## src/rtl/remote_cmd_seq_pkg.sv

```systemverilog
// Shared types and constants for the remote_cmd_seq bench-side command sequencer.
package remote_cmd_seq_pkg;

    typedef enum logic [2:0] {
        ST_IDLE,
        ST_ISSUE,
        ST_WAIT_SENT,
        ST_WAIT_RESP,
        ST_DONE,
        ST_ERR
    } state_e;

    typedef enum logic [1:0] {
        ERR_NONE = 2'b00,
        ERR_NAK  = 2'b01,
        ERR_TMO  = 2'b10
    } err_code_e;

    localparam logic [7:0] DEFAULT_ACK = 8'hA5;

    // Knight command opcodes, carried in the top nibble of a command word
    localparam logic [3:0] CMD_CAL  = 4'h2;
    localparam logic [3:0] CMD_MOVE = 4'h4;
    localparam logic [3:0] CMD_TOUR = 4'h6;

endpackage

```

## src/rtl/remote_cmd_seq_fifo.sv

```systemverilog
// Synchronous command FIFO with flush; a push into a full queue succeeds only
// when a pop happens in the same cycle.
module remote_cmd_seq_fifo #(
    parameter int DEPTH = 8,
    parameter int WIDTH = 16
) (
    input  logic             clk,
    input  logic             rst,
    input  logic             push,
    input  logic             pop,
    input  logic             flush,
    input  logic [WIDTH-1:0] din,
    output logic [WIDTH-1:0] dout,
    output logic             full,
    output logic             empty
);

    localparam int AW = $clog2(DEPTH);

    logic [WIDTH-1:0] mem_q [DEPTH];
    logic [AW-1:0]    wrPtr_q;
    logic [AW-1:0]    rdPtr_q;
    logic [AW:0]      count_q;
    logic             pushOk;
    logic             popOk;

    assign full   = (count_q == (AW+1)'(DEPTH));
    assign empty  = (count_q == '0);
    assign pushOk = push && (!full || pop);
    assign popOk  = pop && !empty;
    assign dout   = mem_q[rdPtr_q];

    always_ff @(posedge clk) begin
        if (rst || flush) begin
            wrPtr_q <= '0;
            rdPtr_q <= '0;
            count_q <= '0;
        end else begin
            if (pushOk) wrPtr_q <= wrPtr_q + AW'(1);
            if (popOk)  rdPtr_q <= rdPtr_q + AW'(1);
            if (pushOk && !popOk)      count_q <= count_q + (AW+1)'(1);
            else if (popOk && !pushOk) count_q <= count_q - (AW+1)'(1);
        end
    end

    // Storage needs no reset; a flush or reset just rewinds the pointers
    always_ff @(posedge clk) begin
        if (pushOk) mem_q[wrPtr_q] <= din;
    end

endmodule

```

## src/rtl/remote_cmd_seq.sv

```systemverilog
// Queues Knight commands and plays them out on remoteComm's cmd/send_cmd handshake,
// checking each response byte. Define REMOTE_CMD_SEQ_RETRY_EN for one retry per command.
module remote_cmd_seq
    import remote_cmd_seq_pkg::*;
#(
    parameter int         DEPTH       = 8,
    parameter int         TIMEOUT_CYC = 8000000,
    parameter logic [7:0] ACK         = DEFAULT_ACK
) (
    input  logic                   clk,
    input  logic                   rst,
    input  logic                   push,
    input  logic [15:0]            push_cmd,
    output logic                   full,
    input  logic                   go,
    input  logic                   abort,
    output logic [15:0]            cmd,
    output logic                   send_cmd,
    input  logic                   cmd_sent,
    input  logic                   resp_rdy,
    input  logic [7:0]             resp,
    output logic                   busy,
    output logic                   seq_done,
    output logic                   err,
    output logic [1:0]             err_code,
    output logic [$clog2(DEPTH):0] num_done
`ifdef REMOTE_CMD_SEQ_RETRY_EN
    ,
    output logic [7:0]             retry_cnt
`endif
);

    localparam int NUM_W = $clog2(DEPTH) + 1;
    localparam int TMO_W = $clog2(TIMEOUT_CYC + 1);
    localparam logic [TMO_W-1:0] TMO_LAST = TMO_W'(TIMEOUT_CYC - 1);

    state_e           state_q, state_d;
    logic [15:0]      cmd_q, cmd_d;
    logic             sendCmd_q, sendCmd_d;
    logic [NUM_W-1:0] numDone_q, numDone_d;
    logic             err_q, err_d;
    err_code_e        errCode_q, errCode_d;
    logic [TMO_W-1:0] tmoCnt_q, tmoCnt_d;
    logic             fifoPush, fifoPop, fifoFlush, fifoFull, fifoEmpty;
    logic [15:0]      fifoHead;
    logic             fail;
    err_code_e        failCode;
    logic             reissue;

`ifdef REMOTE_CMD_SEQ_RETRY_EN
    logic       retry_q, retry_d;
    logic [7:0] retryCnt_q, retryCnt_d;
    assign reissue   = retry_q;
    assign retry_cnt = retryCnt_q;
`else
    assign reissue   = 1'b0;
`endif

    remote_cmd_seq_fifo #(.DEPTH(DEPTH), .WIDTH(16)) u_fifo (
        .clk   (clk),
        .rst   (rst),
        .push  (fifoPush),
        .pop   (fifoPop),
        .flush (fifoFlush),
        .din   (push_cmd),
        .dout  (fifoHead),
        .full  (fifoFull),
        .empty (fifoEmpty)
    );

    assign full     = fifoFull;
    assign cmd      = cmd_q;
    assign send_cmd = sendCmd_q;
    assign busy     = (state_q != ST_IDLE) && (state_q != ST_ERR);
    assign seq_done = (state_q == ST_DONE);
    assign err      = err_q;
    assign err_code = errCode_q;
    assign num_done = numDone_q;

    always_ff @(posedge clk) begin
        if (rst) begin
            state_q   <= ST_IDLE;
            cmd_q     <= '0;
            sendCmd_q <= 1'b0;
            numDone_q <= '0;
            err_q     <= 1'b0;
            errCode_q <= ERR_NONE;
            tmoCnt_q  <= '0;
        end else begin
            state_q   <= state_d;
            cmd_q     <= cmd_d;
            sendCmd_q <= sendCmd_d;
            numDone_q <= numDone_d;
            err_q     <= err_d;
            errCode_q <= errCode_d;
            tmoCnt_q  <= tmoCnt_d;
        end
    end

`ifdef REMOTE_CMD_SEQ_RETRY_EN
    always_ff @(posedge clk) begin
        if (rst) begin
            retry_q    <= 1'b0;
            retryCnt_q <= '0;
        end else begin
            retry_q    <= retry_d;
            retryCnt_q <= retryCnt_d;
        end
    end
`endif

    always_comb begin
        state_d   = state_q;
        cmd_d     = cmd_q;
        sendCmd_d = 1'b0;
        numDone_d = numDone_q;
        err_d     = err_q;
        errCode_d = errCode_q;
        tmoCnt_d  = tmoCnt_q;
        fifoPush  = push && (state_q != ST_ERR);
        fifoPop   = 1'b0;
        fifoFlush = 1'b0;
        fail      = 1'b0;
        failCode  = ERR_NONE;
`ifdef REMOTE_CMD_SEQ_RETRY_EN
        retry_d    = retry_q;
        retryCnt_d = retryCnt_q;
`endif

        case (state_q)
            ST_IDLE: begin
                if (go) begin
                    numDone_d = '0;
                    state_d   = fifoEmpty ? ST_DONE : ST_ISSUE;
`ifdef REMOTE_CMD_SEQ_RETRY_EN
                    retry_d    = 1'b0;
                    retryCnt_d = '0;
`endif
                end
            end
            ST_ISSUE: begin
                if (!reissue) begin
                    fifoPop = 1'b1;
                    cmd_d   = fifoHead;
                end
                sendCmd_d = 1'b1;
                tmoCnt_d  = '0;
                state_d   = ST_WAIT_SENT;
            end
            ST_WAIT_SENT: begin
                tmoCnt_d = tmoCnt_q + TMO_W'(1);
                if (tmoCnt_q == TMO_LAST) begin
                    fail     = 1'b1;
                    failCode = ERR_TMO;
                end else if (cmd_sent) begin
                    state_d = ST_WAIT_RESP;
                end
            end
            ST_WAIT_RESP: begin
                tmoCnt_d = tmoCnt_q + TMO_W'(1);
                // A response landing on the expiry cycle takes precedence over the timeout
                if (resp_rdy && (resp == ACK)) begin
                    numDone_d = numDone_q + NUM_W'(1);
                    state_d   = fifoEmpty ? ST_DONE : ST_ISSUE;
`ifdef REMOTE_CMD_SEQ_RETRY_EN
                    retry_d = 1'b0;
`endif
                end else if (resp_rdy) begin
                    fail     = 1'b1;
                    failCode = ERR_NAK;
                end else if (tmoCnt_q == TMO_LAST) begin
                    fail     = 1'b1;
                    failCode = ERR_TMO;
                end
            end
            ST_DONE: state_d = ST_IDLE;
            ST_ERR: begin
                if (go) begin
                    err_d     = 1'b0;
                    errCode_d = ERR_NONE;
                    state_d   = ST_IDLE;
                end
            end
            default: state_d = ST_IDLE;
        endcase

        if (fail) begin
`ifdef REMOTE_CMD_SEQ_RETRY_EN
            if (!retry_q) begin
                state_d = ST_ISSUE;
                retry_d = 1'b1;
                if (retryCnt_q != 8'hFF) retryCnt_d = retryCnt_q + 8'd1;
            end else
`endif
            begin
                state_d   = ST_ERR;
                err_d     = 1'b1;
                errCode_d = failCode;
                fifoFlush = 1'b1;
            end
        end

        // abort overrides everything decided above except an already-registered send_cmd
        if (abort) begin
            state_d   = ST_IDLE;
            fifoFlush = 1'b1;
            fifoPush  = 1'b0;
            fifoPop   = 1'b0;
            sendCmd_d = 1'b0;
            cmd_d     = cmd_q;
            numDone_d = numDone_q;
            err_d     = err_q;
            errCode_d = errCode_q;
`ifdef REMOTE_CMD_SEQ_RETRY_EN
            retry_d    = 1'b0;
            retryCnt_d = retryCnt_q;
`endif
        end
    end

endmodule

```

## config.mk

```make
export PLATFORM = sky130hd
export DESIGN_NAME = remote_cmd_seq
export DESIGN_NICKNAME = d
export VERILOG_FILES = /design/src/rtl/remote_cmd_seq_pkg.sv /design/src/rtl/remote_cmd_seq_fifo.sv /design/src/rtl/remote_cmd_seq.sv
export SDC_FILE = /design/constraint.sdc
export NUM_CORES = 1
export LEC_CHECK = 0
export ABC_AREA = 1
export BUFFER_PORTS_ARGS = -buffer_cell sky130_fd_sc_hd__buf_2
export CAP_MARGIN = 20
export CORE_MARGIN = 5
export CORE_UTILIZATION = 60
export CTS_CLUSTER_DIAMETER = 60
export CTS_CLUSTER_SIZE = 40
export DETAILED_ROUTE_END_ITERATION = 12
export PLACE_DENSITY = 0.91
export SETUP_SLACK_MARGIN = 0.15
export SYNTH_ARGS = -nofsm -noshare
export SYNTH_HDL_FRONTEND = slang
export SYNTH_HIERARCHICAL = 1
export SYNTH_SLANG_ARGS = --single-unit
```

## constraint.sdc

```tcl
create_clock -name clk -period 5.4 [get_ports clk]
set_input_delay 0.54 -clock clk [delete_from_list [all_inputs] [get_ports clk]]
set_output_delay 0.54 -clock clk [all_outputs]
set_load 0.05 [all_outputs]
```

Word-level counts from Yosys, hierarchy flattened
Memory sizes are Yosys's and may differ from the RTL's. A register that Yosys moved wholly into a read port is not among the register bits.
Cells that the tools add are included.

word-level totals
  register bits = 44
  memory bits (writable) = 128
  input bits = 31
  output and inout port bits = 27
  logic and storage cells = 101
  memories kept = 1

memory list
  memory        depth  width  rd ports  clocked after Yosys merged registers in  write ports  line                       RTL
  u_fifo.mem_q  8      16     1         1                                        1            remote_cmd_seq_fifo.sv:20  logic [WIDTH-1:0] mem_q [DEPTH];

operators by class
  add/sub/neg operators = 6
  equal/unequal tests = 19
  muxes and demuxes = 35
  bitwise operators = 1
  reductions and logical operators = 29

operators with widths
  kind                     number
  $pmux W23 S2             1
  $add A23 B1 Y23 const B  1
  $eq A23 B23 Y1 const B   1
  $mux W3                  7
  $ne A3 B3 Y1 const B     6
  $mux W4                  4
  $pmux W3 S5              1
  $mux W1                  13
  $mux W2                  6
  $ne A2 B2 Y1 const B     5
  $reduce_and A5 Y1        2
  $reduce_bool A2 Y1       5
  $add A4 B1 Y4 const B    2
  $eq A8 B8 Y1 const B     1
  $pmux W4 S2              1
  $logic_and A1 B1 Y1      7
  $add A3 B1 Y3 const B    2
  $eq A3 B2 Y1 const B     2
  $eq A3 B3 Y1 const B     2
  $eq A4 B4 Y1 const B     1
  $logic_not A1 Y1         4
  $logic_not A4 Y1         1
  $pmux W2 S2              1
  $reduce_and A4 Y1        1
  11 further kinds         13

Logic depth before layout (Yosys ltp)
  depth after elaboration = 9
  gate-level depth with buffers = 20

Hierarchy
Netlist, hierarchy kept.

by module, submodules not included
  module               times used  cells each  area an instance (sq um)
  remote_cmd_seq_fifo  1           513         5791.8
  remote_cmd_seq       1           399         2696.3

Least setup slack after synthesis
Ideal clock, no wire load.

  path type = register -> register
  from = register state_q[0]
  to = memory u_fifo.mem_q[0][0], enable pin
  library setup time = 0.388 ns
  arrival time = 2.183 ns
  required time = 5.012 ns
  setup slack = 2.829 ns
  stages on the path, launching flop included = 13
  buffers on the path = 2
  period minus slack after synthesis = 2.571 ns
  cells stage by stage = dfxtp_1 > buf_4 > inv_2 > nor2_2 > inv_2 > nor3_4 > buf_4 > inv_1 > nand3_1 > nand2_1 > inv_1 > nand2_1 > nor2_1

between the ends
  longest elaborated chain between the ends = 7
  elaborated cells between the ends (all ways) = 10
  classes of those cells = eq/ne: 2; mux: 5; reduce/logical: 3

RTL lines
  element                        line                       RTL
  start: declaration             remote_cmd_seq.sv:37       state_e state_q, state_d;
  start signal: assignment       remote_cmd_seq.sv:90       state_q <= state_d;
  $eq A3 B1 Y1                   remote_cmd_seq.sv:130      case (state_q)
  $mux W1 (2 in series)          -
  named net fifoPop              remote_cmd_seq.sv:44       logic fifoPush, fifoPop, fifoFlush, fifoFull, fifoEmpty;
  $logic_or A1 B1 Y1             remote_cmd_seq_fifo.sv:29  assign pushOk = push && (!full || pop);
  $logic_and A1 B1 Y1            remote_cmd_seq_fifo.sv:29
  named net u_fifo.pushOk        remote_cmd_seq_fifo.sv:24  logic pushOk;
  $mux W1                        remote_cmd_seq_fifo.sv:48  if (pushOk) mem_q[wrPtr_q] <= din;
  $mux W1 (not written as such)  remote_cmd_seq_fifo.sv:48
  end: declaration               remote_cmd_seq_fifo.sv:20

The timed path passes the listed nets, and every way through them passes these cells.

Worst setup path in the final report
  from = register state_q[0]
  to = memory u_fifo.mem_q[0][4], enable pin

between the ends
  longest elaborated chain between the ends = 7
  elaborated cells between the ends (all ways) = 10
  classes of those cells = eq/ne: 2; mux: 5; reduce/logical: 3

RTL lines
  element                            line
  $eq A3 B1 Y1                       remote_cmd_seq.sv:130
  $mux W1 (2 in series)              -
  $logic_or A1 B1 Y1                 remote_cmd_seq_fifo.sv:29
  $logic_and A1 B1 Y1 (*)            remote_cmd_seq_fifo.sv:29
  named net u_fifo.pushOk            remote_cmd_seq_fifo.sv:24
  $mux W1 (*)                        remote_cmd_seq_fifo.sv:48
  $mux W1 (not written as such) (*)  remote_cmd_seq_fifo.sv:48

The timed path passes the listed nets; every way through them passes the cells marked *.

==> results.md <==
- Outcome: finished clean
- Yosys top cell by area: edfxtp_1
- Critical path class: reg -> reg
- Boundary pin count: 58
- Placed instance area: 8840 um^2
- R2r startpoint: state_q[0]
- Hpwl dp: 11,700 um
- Number of global-route vias before repair: 6,598
- YS warnings: 6
- Critical path cell sequence: inv_2, nor2_2, inv_2, nor3_4, buf_4, inv_1, nand3_1, nand2_1, inv_1, nand2_1, nor2_1, buf_4
- Slowest cell on crit path: nor2_1
- Fmax achieved: 0.327 GHz
- Largest net degree at the start of global routing: 66
- Vias/cell: 5.89
- Final WL: 20,100 um
- IO buf count: 57
- Cell leakage power: 3.73 nW
- Gpl congestion: 0.880
- # Post-CTS Setup Buffers: 0
- Worst path max stage delay: 0.61 ns
- Worst VDD drop: 0.000290 V
- Starting density of the core: 0.612
- Final hold vios: 0
- Yosys cell types: 47
- Hold Path Class: in -> reg
- CTS resizes: 0
- TritonCTS clock tree: built
- Syn Std Cell Area: 8490 um^2
- Die area: 16,600 um^2
- Commonest cells post-synth: 201 x nor2_1, 173 x nand2_1, 128 x edfxtp_1, 63 x dfxtp_1
- Initial DRC count: 857
- Worst Path Required: 5.54 ns
- DRT Pass-1 Iters: 6
- CTS buffer count: 17
- Setup TNS: 0 ns
- Setup crit end: u_fifo/mem_q[0][4]
- Global Route Usage Sum: 0.249
- Max-slew violation count: 0
- Layout area overhead: 11.2%
- Period utilisation layout: 0.566
- EDFF count, synth: 128
- Rel. slew slack: 0.299
- Crit Path Max Fanout: 20
- Worst-Margin Slew: 1.05 ns
- Syn_area_per_cell: 9.31 um^2
- Clock transition at path regs: 0.07 ns
- Initial antenna violation count: 2
- CTS Hold Bufs: 0
- FF+latch count, synth: 191
- Die span in y: 129 um
- Worst setup margin: 2.34 ns
- R2r endpoint: u_fifo/mem_q[0][4]
- Worst Reg-to-Reg Cells: 12
- Async S/R FF share, synth: 0
- Routed Antenna Nets: 0
- CTS sink count: 191
- # diodes: 0
- Clock root cell: clkbuf_16
- Pwr/cell area: 321 nW/um^2
- WHS Path Cells: 1
- WP depth: 12
- Gate Count Post-Synth: 912
- Seq/Total Area, Yosys: 0.601
- Die Wd: 129 um
- Setup crit end kind: register
- DR WL/cell: 17.4 um
- Number of nets in the layout: 1,003
- Synth Net Count: 951
- Max clock buf depth: 2
- Core Box Area: 13,900 um^2
- Unrepaired setup endpoints after global routing: false
- Top cell type's share of synthesized area: 0.453
- Max Cap Viol: 0
- Synth Flop Type: edfxtp_1
- Share of layout cells above drive strength 1: 0.147
- CP startpoint: state_q[0]
- WP data arrival: 3.20 ns
- GRT overflow: 0
- Total number of vias: 6,815
- CP startpoint kind: register
- Worst Skew: 0.0115 ns
- Site row count: 43
- Pre-CTS WS: 2.43 ns
- Final Critical Period: 3.06 ns
- Number of setup violations in the final report: 0
- Design area: 9440 um^2
- Delay-heaviest family, CP: simple AND/OR/NAND/NOR gates
- Power Total: 3.03 mW
- Most common cell in the synthesized netlist: nor2_1
- Worst reg2reg setup slack: 2.34 ns
- DRC Markers: 0
- Buf/Inv on CP: 6
- First-pass GRT wire length: 32,100 um
- Clk_lat worst skew: 0.44 ns
- Main area contributors after synthesis: edfxtp_1 45%, dfxtp_1 15%, nor2_1 8.9%
- Htree depth: 4
-- through the flow --
step | hold WS, ns | std cells | utilization
after floorplan | 0.458 | 912 | -
after global placement | 0.472 | 1125 | 0.637
after detailed placement | 0.487 | 1125 | 0.637
after CTS | 0.355 | 1157 | 0.680
after global routing | 0.364 | 1157 | 0.680
final | 0.365 | 1157 | 0.680
-- routing by layer --
metal | up-vias | wire [um] | track usage
li1 | 3154 | - | -
met1 | 3177 | 7430 | 0.301
met2 | 388 | 9950 | 0.415
met3 | 92 | 1830 | 0.0577
met4 | 4 | 843 | 0.135
met5 | - | 25 | 0
-- registers in the layout, summed over array words and instances, names as in the netlist, 3 cells and up, named ones only --
name,flops
u_fifo/mem_q,128
tmoCnt_q,23
cmd,16
num_done,4
u_fifo/count_q,4
state_q,3
u_fifo/rdPtr_q,3
u_fifo/wrPtr_q,3
-- cells in the final DEF (no fill, tap or decap), drive strengths merged, types with 2 or more instances in the layout --
| master | Yosys | routed |
|---|---|---|
| a21boi | 2 | 2 |
| o21bai | 3 | 3 |
| o21ai | 110 | 110 |
| a31oi | 2 | 2 |
| a211oi | 2 | 2 |
| bufinv | 0 | 2 |
| nand3 | 36 | 36 |
| nand3b | 3 | 3 |
| ha | 7 | 7 |
| edfxtp | 128 | 128 |
| a221oi | 2 | 2 |
| o211a | 3 | 3 |
| clkbuf | 10 | 18 |
| nand4 | 5 | 5 |
| inv | 67 | 76 |
| clkinv | 0 | 3 |
| xor2 | 5 | 5 |
| nor2 | 211 | 211 |
| dfxtp | 63 | 63 |
| buf | 25 | 68 |
| or2 | 2 | 2 |
| nand2 | 179 | 179 |
| a21oi | 28 | 28 |
| nor3 | 10 | 10 |
-- worst min path at each step --
stage / start / endpoint / slack, ns
finish: push_cmd[7] / u_fifo/mem_q[3][7] / 0.36
global route: push_cmd[9] / u_fifo/mem_q[6][9] / 0.36
CTS: push_cmd[8] / u_fifo/mem_q[3][8] / 0.35
detailed placement: cmd[4] / cmd[4] / 0.49
global placement: tmoCnt_q[0] / tmoCnt_q[0] / 0.47
floorplan: tmoCnt_q[0] / tmoCnt_q[0] / 0.46
-- logic make-up (layout without fill, tap and decap cells) --
kind of cell	after synthesis	in the layout	share of synthesized area
AOI/OAI and AO/OA	158	158	0.101
xor gates and xnor gates	5	5	0.00516
adders and majority gates	8	8	0.0127
buffers and inverters	102	167	0.0584
DFF	191	191	0.601
and+or+nand+nor	448	448	0.221
-- where the power goes --
group          leakage (nW)  switching (mW)  total [mW]  internal, mW
combinational          1.77           0.118       0.163        0.0447
clock                 0.298           0.576        1.28         0.701
sequential             1.67          0.0124        1.59          1.57
-- final cells by class --
type                            count  area (um^2)
Timing Repair Buffer               68          368
Fill cell                         953         4450
Clock inverter                     14          168
Tap cell                          180          225
Sequential cell                   191         5110
Multi-Input combinational cell    619         2890
Clock buffer                       18          429
Inverter                           67          251
Note: power is estimated with default switching activity, not from simulation.
